File: src/rtl/hazard_ctrl_if.sv
// Hazard controller bundle: detector verdict and pipeline status in,
// stall/flush strobes and EX forwarding selects out.
interface hazard_ctrl_if;
  logic       conf;
  logic [3:0] ctype;
  logic       BranchTakenE;
  logic       MemReady;
  logic       StallF;
  logic       StallD;
  logic       StallE;
  logic       StallM;
  logic       FlushD;
  logic       FlushE;
  logic [1:0] ForwardAE;
  logic [1:0] ForwardBE;

  modport master (
    output conf, ctype, BranchTakenE, MemReady,
    input  StallF, StallD, StallE, StallM, FlushD, FlushE, ForwardAE, ForwardBE
  );

  modport slave (
    input  conf, ctype, BranchTakenE, MemReady,
    output StallF, StallD, StallE, StallM, FlushD, FlushE, ForwardAE, ForwardBE
  );
endinterface

File: src/rtl/hazard_ctrl.sv
// Five-stage pipeline hazard controller: stalls, flushes, one-bubble load-use, EX forwarding.
// Optional saturating perf counters built only when HAZARD_PERF_CNT_EN is defined.
module hazard_ctrl #(
  parameter int unsigned CNT_W = 16
) (
  input  logic               clk,
  input  logic               rst_n,
  hazard_ctrl_if.slave       hz
`ifdef HAZARD_PERF_CNT_EN
  ,
  output logic [CNT_W-1:0]   StallCount,
  output logic [CNT_W-1:0]   FlushCount
`endif
);

  typedef enum logic [1:0] {StRun, StLstall, StBflush} state_e;

  state_e     state_q, state_d;
  logic [1:0] fwd_a_q, fwd_a_d;
  logic [1:0] fwd_b_q, fwd_b_d;
  logic [1:0] fwd_a_dec, fwd_b_dec;
  logic       freeze, branch, load_use_req, bubble;
  logic       stall_f, stall_d, stall_e, stall_m, flush_d, flush_e;

  assign freeze       = ~hz.MemReady;
  assign branch       = hz.MemReady & hz.BranchTakenE;
  assign load_use_req = hz.conf & ((hz.ctype == 4'd3) | (hz.ctype == 4'd4));
  // A bubble is only inserted from RUN; LSTALL/BFLUSH both mean D cannot be a fresh consumer.
  assign bubble       = hz.MemReady & ~hz.BranchTakenE & load_use_req & (state_q == StRun);

  always_ff @(posedge clk or negedge rst_n) begin
    if (!rst_n) begin
      state_q <= StRun;
    end else begin
      state_q <= state_d;
    end
  end

  always_comb begin
    state_d = state_q;
    if (freeze) begin
      state_d = state_q;
    end else if (branch) begin
      state_d = StBflush;
    end else begin
      unique case (state_q)
        StRun:    state_d = load_use_req ? StLstall : StRun;
        StLstall: state_d = StRun;
        StBflush: state_d = StRun;
        default:  state_d = StRun;
      endcase
    end
  end

  always_comb begin
    stall_f = 1'b0;
    stall_d = 1'b0;
    stall_e = 1'b0;
    stall_m = 1'b0;
    flush_d = 1'b0;
    flush_e = 1'b0;
    if (freeze) begin
      stall_f = 1'b1;
      stall_d = 1'b1;
      stall_e = 1'b1;
      stall_m = 1'b1;
    end else if (branch) begin
      flush_d = 1'b1;
      flush_e = 1'b1;
    end else if (bubble) begin
      stall_f = 1'b1;
      stall_d = 1'b1;
      flush_e = 1'b1;
    end
  end

  always_comb begin
    fwd_a_dec = 2'b00;
    fwd_b_dec = 2'b00;
    if (hz.conf) begin
      case (hz.ctype)
        4'd1:       fwd_a_dec = 2'b10;
        4'd2:       fwd_b_dec = 2'b10;
        4'd5, 4'd7: fwd_a_dec = 2'b01;
        4'd6, 4'd8: fwd_b_dec = 2'b01;
        default:    ;
      endcase
    end
  end

  always_comb begin
    fwd_a_d = fwd_a_q;
    fwd_b_d = fwd_b_q;
    if (!freeze) begin
      fwd_a_d = flush_e ? 2'b00 : fwd_a_dec;
      fwd_b_d = flush_e ? 2'b00 : fwd_b_dec;
    end
  end

  always_ff @(posedge clk or negedge rst_n) begin
    if (!rst_n) begin
      fwd_a_q <= 2'b00;
      fwd_b_q <= 2'b00;
    end else begin
      fwd_a_q <= fwd_a_d;
      fwd_b_q <= fwd_b_d;
    end
  end

  assign hz.StallF    = stall_f;
  assign hz.StallD    = stall_d;
  assign hz.StallE    = stall_e;
  assign hz.StallM    = stall_m;
  assign hz.FlushD    = flush_d;
  assign hz.FlushE    = flush_e;
  assign hz.ForwardAE = fwd_a_q;
  assign hz.ForwardBE = fwd_b_q;

`ifdef HAZARD_PERF_CNT_EN
  logic [CNT_W-1:0] stall_cnt_q, stall_cnt_d;
  logic [CNT_W-1:0] flush_cnt_q, flush_cnt_d;

  always_comb begin
    stall_cnt_d = stall_cnt_q;
    flush_cnt_d = flush_cnt_q;
    if (bubble && !(&stall_cnt_q)) begin
      stall_cnt_d = stall_cnt_q + 1'b1;
    end
    if (branch && !(&flush_cnt_q)) begin
      flush_cnt_d = flush_cnt_q + 1'b1;
    end
  end

  always_ff @(posedge clk or negedge rst_n) begin
    if (!rst_n) begin
      stall_cnt_q <= '0;
      flush_cnt_q <= '0;
    end else begin
      stall_cnt_q <= stall_cnt_d;
      flush_cnt_q <= flush_cnt_d;
    end
  end

  assign StallCount = stall_cnt_q;
  assign FlushCount = flush_cnt_q;
`endif

endmodule
File: src/flat_wrapper.sv
// flat-port wrapper written by rule: the top's interface ports become plain ports
module hazard_ctrl_flat 
#(
  parameter int unsigned CNT_W = 16
)
  (clk, rst_n, hz_conf, hz_ctype, hz_BranchTakenE, hz_MemReady, hz_StallF, hz_StallD, hz_StallE, hz_StallM, hz_FlushD, hz_FlushE, hz_ForwardAE, hz_ForwardBE);
  hazard_ctrl_if hz_i ();
  input  logic clk;
  input  logic rst_n;
  input wire logic [$bits(hz_i.conf)-1:0] hz_conf;
  input wire logic [$bits(hz_i.ctype)-1:0] hz_ctype;
  input wire logic [$bits(hz_i.BranchTakenE)-1:0] hz_BranchTakenE;
  input wire logic [$bits(hz_i.MemReady)-1:0] hz_MemReady;
  output wire logic [$bits(hz_i.StallF)-1:0] hz_StallF;
  output wire logic [$bits(hz_i.StallD)-1:0] hz_StallD;
  output wire logic [$bits(hz_i.StallE)-1:0] hz_StallE;
  output wire logic [$bits(hz_i.StallM)-1:0] hz_StallM;
  output wire logic [$bits(hz_i.FlushD)-1:0] hz_FlushD;
  output wire logic [$bits(hz_i.FlushE)-1:0] hz_FlushE;
  output wire logic [$bits(hz_i.ForwardAE)-1:0] hz_ForwardAE;
  output wire logic [$bits(hz_i.ForwardBE)-1:0] hz_ForwardBE;
  assign hz_i.conf = hz_conf;
  assign hz_i.ctype = hz_ctype;
  assign hz_i.BranchTakenE = hz_BranchTakenE;
  assign hz_i.MemReady = hz_MemReady;
  assign hz_StallF = hz_i.StallF;
  assign hz_StallD = hz_i.StallD;
  assign hz_StallE = hz_i.StallE;
  assign hz_StallM = hz_i.StallM;
  assign hz_FlushD = hz_i.FlushD;
  assign hz_FlushE = hz_i.FlushE;
  assign hz_ForwardAE = hz_i.ForwardAE;
  assign hz_ForwardBE = hz_i.ForwardBE;
  hazard_ctrl #(.CNT_W(CNT_W)) u_core (.clk(clk), .rst_n(rst_n), .hz(hz_i));
endmodule
File: config.mk
export PLATFORM = sky130hd
export DESIGN_NAME = hazard_ctrl_flat
export DESIGN_NICKNAME = d
export VERILOG_FILES = /design/src/rtl/hazard_ctrl_if.sv /design/src/rtl/hazard_ctrl.sv /design/src/flat_wrapper.sv
export SDC_FILE = /design/constraint.sdc
export NUM_CORES = 1
export LEC_CHECK = 0
export ABC_AREA = 1
export BUFFER_PORTS_ARGS = -buffer_cell sky130_fd_sc_hd__buf_2
export CAP_MARGIN = 5
export CELL_PAD_IN_SITES_DETAIL_PLACEMENT = 0
export CELL_PAD_IN_SITES_GLOBAL_PLACEMENT = 1
export CORE_MARGIN = 5
export CORE_UTILIZATION = 30
export DETAILED_ROUTE_END_ITERATION = 16
export GPL_ROUTABILITY_DRIVEN = 0
export PLACE_DENSITY = 0.85
export SLEW_MARGIN = 5
export SYNTH_ARGS = -nofsm -noshare
export SYNTH_HDL_FRONTEND = slang
export SYNTH_SLANG_ARGS = --single-unit
File: constraint.sdc
create_clock -name clk -period 2.1 [get_ports clk]
set_input_delay 0.315 -clock clk [delete_from_list [all_inputs] [get_ports clk]]
set_output_delay 0.315 -clock clk [all_outputs]
set_load 0.1 [all_outputs]
==> out/results.txt <==
Antenna violations before repair -> 0
Die Ht -> 46.7 µm
Max_slew headroom -> 67.4%
Deepest clock path buffer count -> 2
CTS H-tree depth -> 1
Adder-Cell Fraction of Synth Area -> 0%
Setup bufs post-CTS -> 0
Crit. path cell count -> 6
Worst-path fanout max -> 6
Flop2flop setup slack -> 1.13 ns
Post-synth EDFFs -> 0
Cell count after synthesis -> 59
Final Hold Fails -> 0
Worst path arrival time -> 1.50 ns
WL/cell -> 9.08 µm
Vias -> 404
Count leader, synth -> nand2_1
Final min period -> 1.81 ns
Die W -> 46.7 µm
Remaining antenna violation count after routing -> 0
Post-route insts no fill -> 93
# IOs -> 19
Top cells by area, synth -> dfrtp_1 37%, nand2_1 16%, inv_1 8.4%
Leak pwr -> 0.341 nW
Syn_area_per_cell -> 6.85 µm²
Complex-gate fraction of the synthesized area -> 7.12%
Placed instance count -> 89
Maximum number of pins on one net before global-route repair -> 10
Crit path kind -> flip-flop to output port
Clock slew at reported path FFs -> 0.04 ns
Fraction of synthesized area in multiplexers -> 0%
Final Skew -> 0.0103 ns
Worst R2R Path Depth -> 6
Initial Util -> 31.5%
Filler instances -> 153
Synth area leader -> dfrtp_1
Core box area -> 0.00128 mm²
MaxCap Viol Count -> 0
Setup TNS Final -> 0 ns
Cell family with most CP delay -> buffers and inverters
Vias per inst -> 4.34
Largest family of logic cells by synthesized area -> simple AND/OR/NAND/NOR gates
Worst-Margin Slew -> 0.492 ns
Number of DRC markers in iteration 0 -> 11
Clk root buf -> clkbuf_4
Final nets -> 89
Synth-to-Final Area Change -> 29.1%
R2R Path End -> u_core.hz.ForwardBE[0]$_DFFE_PN0P_
Skew-Pair Late Insertion Delay -> 0.25 ns
Max incr delay on CP -> 0.43 ns
Worst hold path class -> input port to flip-flop
WP data required -> 1.78 ns
DP HPWL -> 713 µm
Drc violations -> 0
Post-synth top cells -> 17 x nand2_1, 9 x inv_1, 6 x dfrtp_1
Routed wire length -> 844 µm
Setup violations, final -> 0
Tcrit/Tclk final -> 86.4%
RSZ-0062 raised after global routing -> no
Synth Register Bits -> 6
Simple logic cell fraction of the synthesized area -> 38.1%
TritonRoute pass-1 iters -> 4
Top_reg_cell synth -> dfrtp_1
Share of the synthesized area in the top cell type -> 37.2%
CP Launch Point -> u_core.state_q[1]$_DFFE_PN0P_
IO buf count -> 18
Cts bufs inserted -> 3
Post-synthesis cell area -> 404 µm²
Slowest stage cell on the critical path -> buf_2
Ant diodes -> 0
First-pass GRT wire length -> 1460 µm
PD cells -> 635 mW/mm²
Setup crit start kind -> flip-flop
Layout cells sized above 1 -> 39.7%
Die area -> 0.00218 mm²
Synth unique cells -> 16
WP buf/inv -> 2
Vias in the first global route -> 374
CP Capture Type -> output port
Crit-path cells -> inv_1, nand2_1, nor2_2, nand2_4, a21oi_2, buf_2
Net Count, Synth -> 68
Post-synthesis sequential area ratio -> 37.2%
Hold-fix buffers at CTS -> 1
Total clock sinks -> 6
CP endpoint -> hz_FlushE
Synth warnings -> 0
Max Freq -> 551 MHz
FFs w/ async S/R, synth -> 100%
Congestion Overflow GR -> 0
Worst-case vdd ir drop -> 261 µV
Reg-to-Reg Start -> u_core.state_q[1]$_DFFE_PN0P_
Worst hold slack -> 0.340 ns
Synth Area in XOR/XNOR -> 0%
FP Rows -> 13
TritonCTS clock tree -> built
Status -> finished clean
Post-CTS Resized -> 0
Total GRT Usage -> 9.52%
Max-slew violations -> 0
layer usage:
metal  up-vias  part of all wire [%]  global-route usage (%)
met5         -                     0                       0
met4         0                     0                    3.31
met3         0                   8.2                    5.47
met2        11                    49                    14.0
met1       173                    43                    11.6
li1        220                     -                       -
worst reg2reg max path, delay by kind of cell (launching register included):
| kind | cells | cell delay (ns) |
|---|---|---|
| buffers and inverters | 1 | 0.07 |
| flip-flops | 1 | 0.35 |
| AND/OR/NAND/NOR | 5 | 0.44 |
logic make-up after synthesis:
family | Yosys count
buffers and inverters | 15
DFF | 6
AOI/OAI and AO/OA | 5
and+or+nand+nor | 33
through the flow:
step | cell area [µm²] | util [%] | power, mW | setup WS, ns
2_1_floorplan | 407 | - | 0.208 | 0.163
3_3_place_gp | 489 | 38.1 | 0.227 | 0.408
3_5_place_dp | 489 | 38.1 | 0.227 | 0.387
4_1_cts | 522 | 40.6 | 0.338 | 0.270
5_1_grt | 522 | 40.6 | 0.350 | 0.187
6_report | 522 | 40.6 | 0.331 | 0.286
state kept, by name, summed over array words and instances (netlist names):
register	cells
u_core.hz.ForwardBE	2
u_core.hz.ForwardAE	2
u_core.state_q	2
power by group:
part	internal, mW	leakage [nW]	switching [mW]
clock network	0.0646	0.0138	0.0406
logic	0.0204	0.245	0.0852
registers	0.119	0.0816	0.00116
total	0.204	0.341	0.127
final cells by class:
| cell class | count | area (µm²) | share of cell area, % |
|---|---|---|---|
| Tap cell | 15 | 18.8 | 3.60 |
| Timing Repair Buffer | 19 | 100 | 19.2 |
| Sequential cell | 6 | 150 | 28.8 |
| Multi-Input combinational cell | 38 | 185 | 35.5 |
| Clock buffer | 3 | 22.5 | 4.32 |
| Inverter | 12 | 45.0 | 8.63 |
cell usage in the layout (no fill, tap or decap):
master | Yosys | final
o21ai_0 | 2 | 2
nor2_1 | 5 | 5
nand4_1 | 3 | 3
nand3_1 | 2 | 2
buf_2 | 0 | 18
dlygate4sd3_1 | 0 | 1
clkbuf_4 | 0 | 3
nand2_2 | 3 | 4
inv_2 | 3 | 3
dfrtp_1 | 6 | 6
inv_1 | 9 | 9
and3_1 | 1 | 1
nand2_4 | 1 | 1
nand2_1 | 17 | 16
nor2_2 | 1 | 1
a21oi_1 | 2 | 2
a21oi_2 | 1 | 1
worst min path at each step:
stage                          from                                 end  slack, ns  depth (start not counted)
floorplan                     rst_n  u_core.hz.ForwardAE[0]$_DFFE_PN0P_       0.02                          0
global placement              rst_n  u_core.hz.ForwardAE[0]$_DFFE_PN0P_       0.14                          1
detailed placement            rst_n  u_core.hz.ForwardAE[0]$_DFFE_PN0P_       0.14                          1
CTS                 hz_BranchTakenE       u_core.state_q[1]$_DFFE_PN0P_       0.34                          3
global route        hz_BranchTakenE       u_core.state_q[1]$_DFFE_PN0P_       0.35                          3
finish              hz_BranchTakenE       u_core.state_q[1]$_DFFE_PN0P_       0.34                          3
Note: power is estimated with default switching activity, not from simulation.
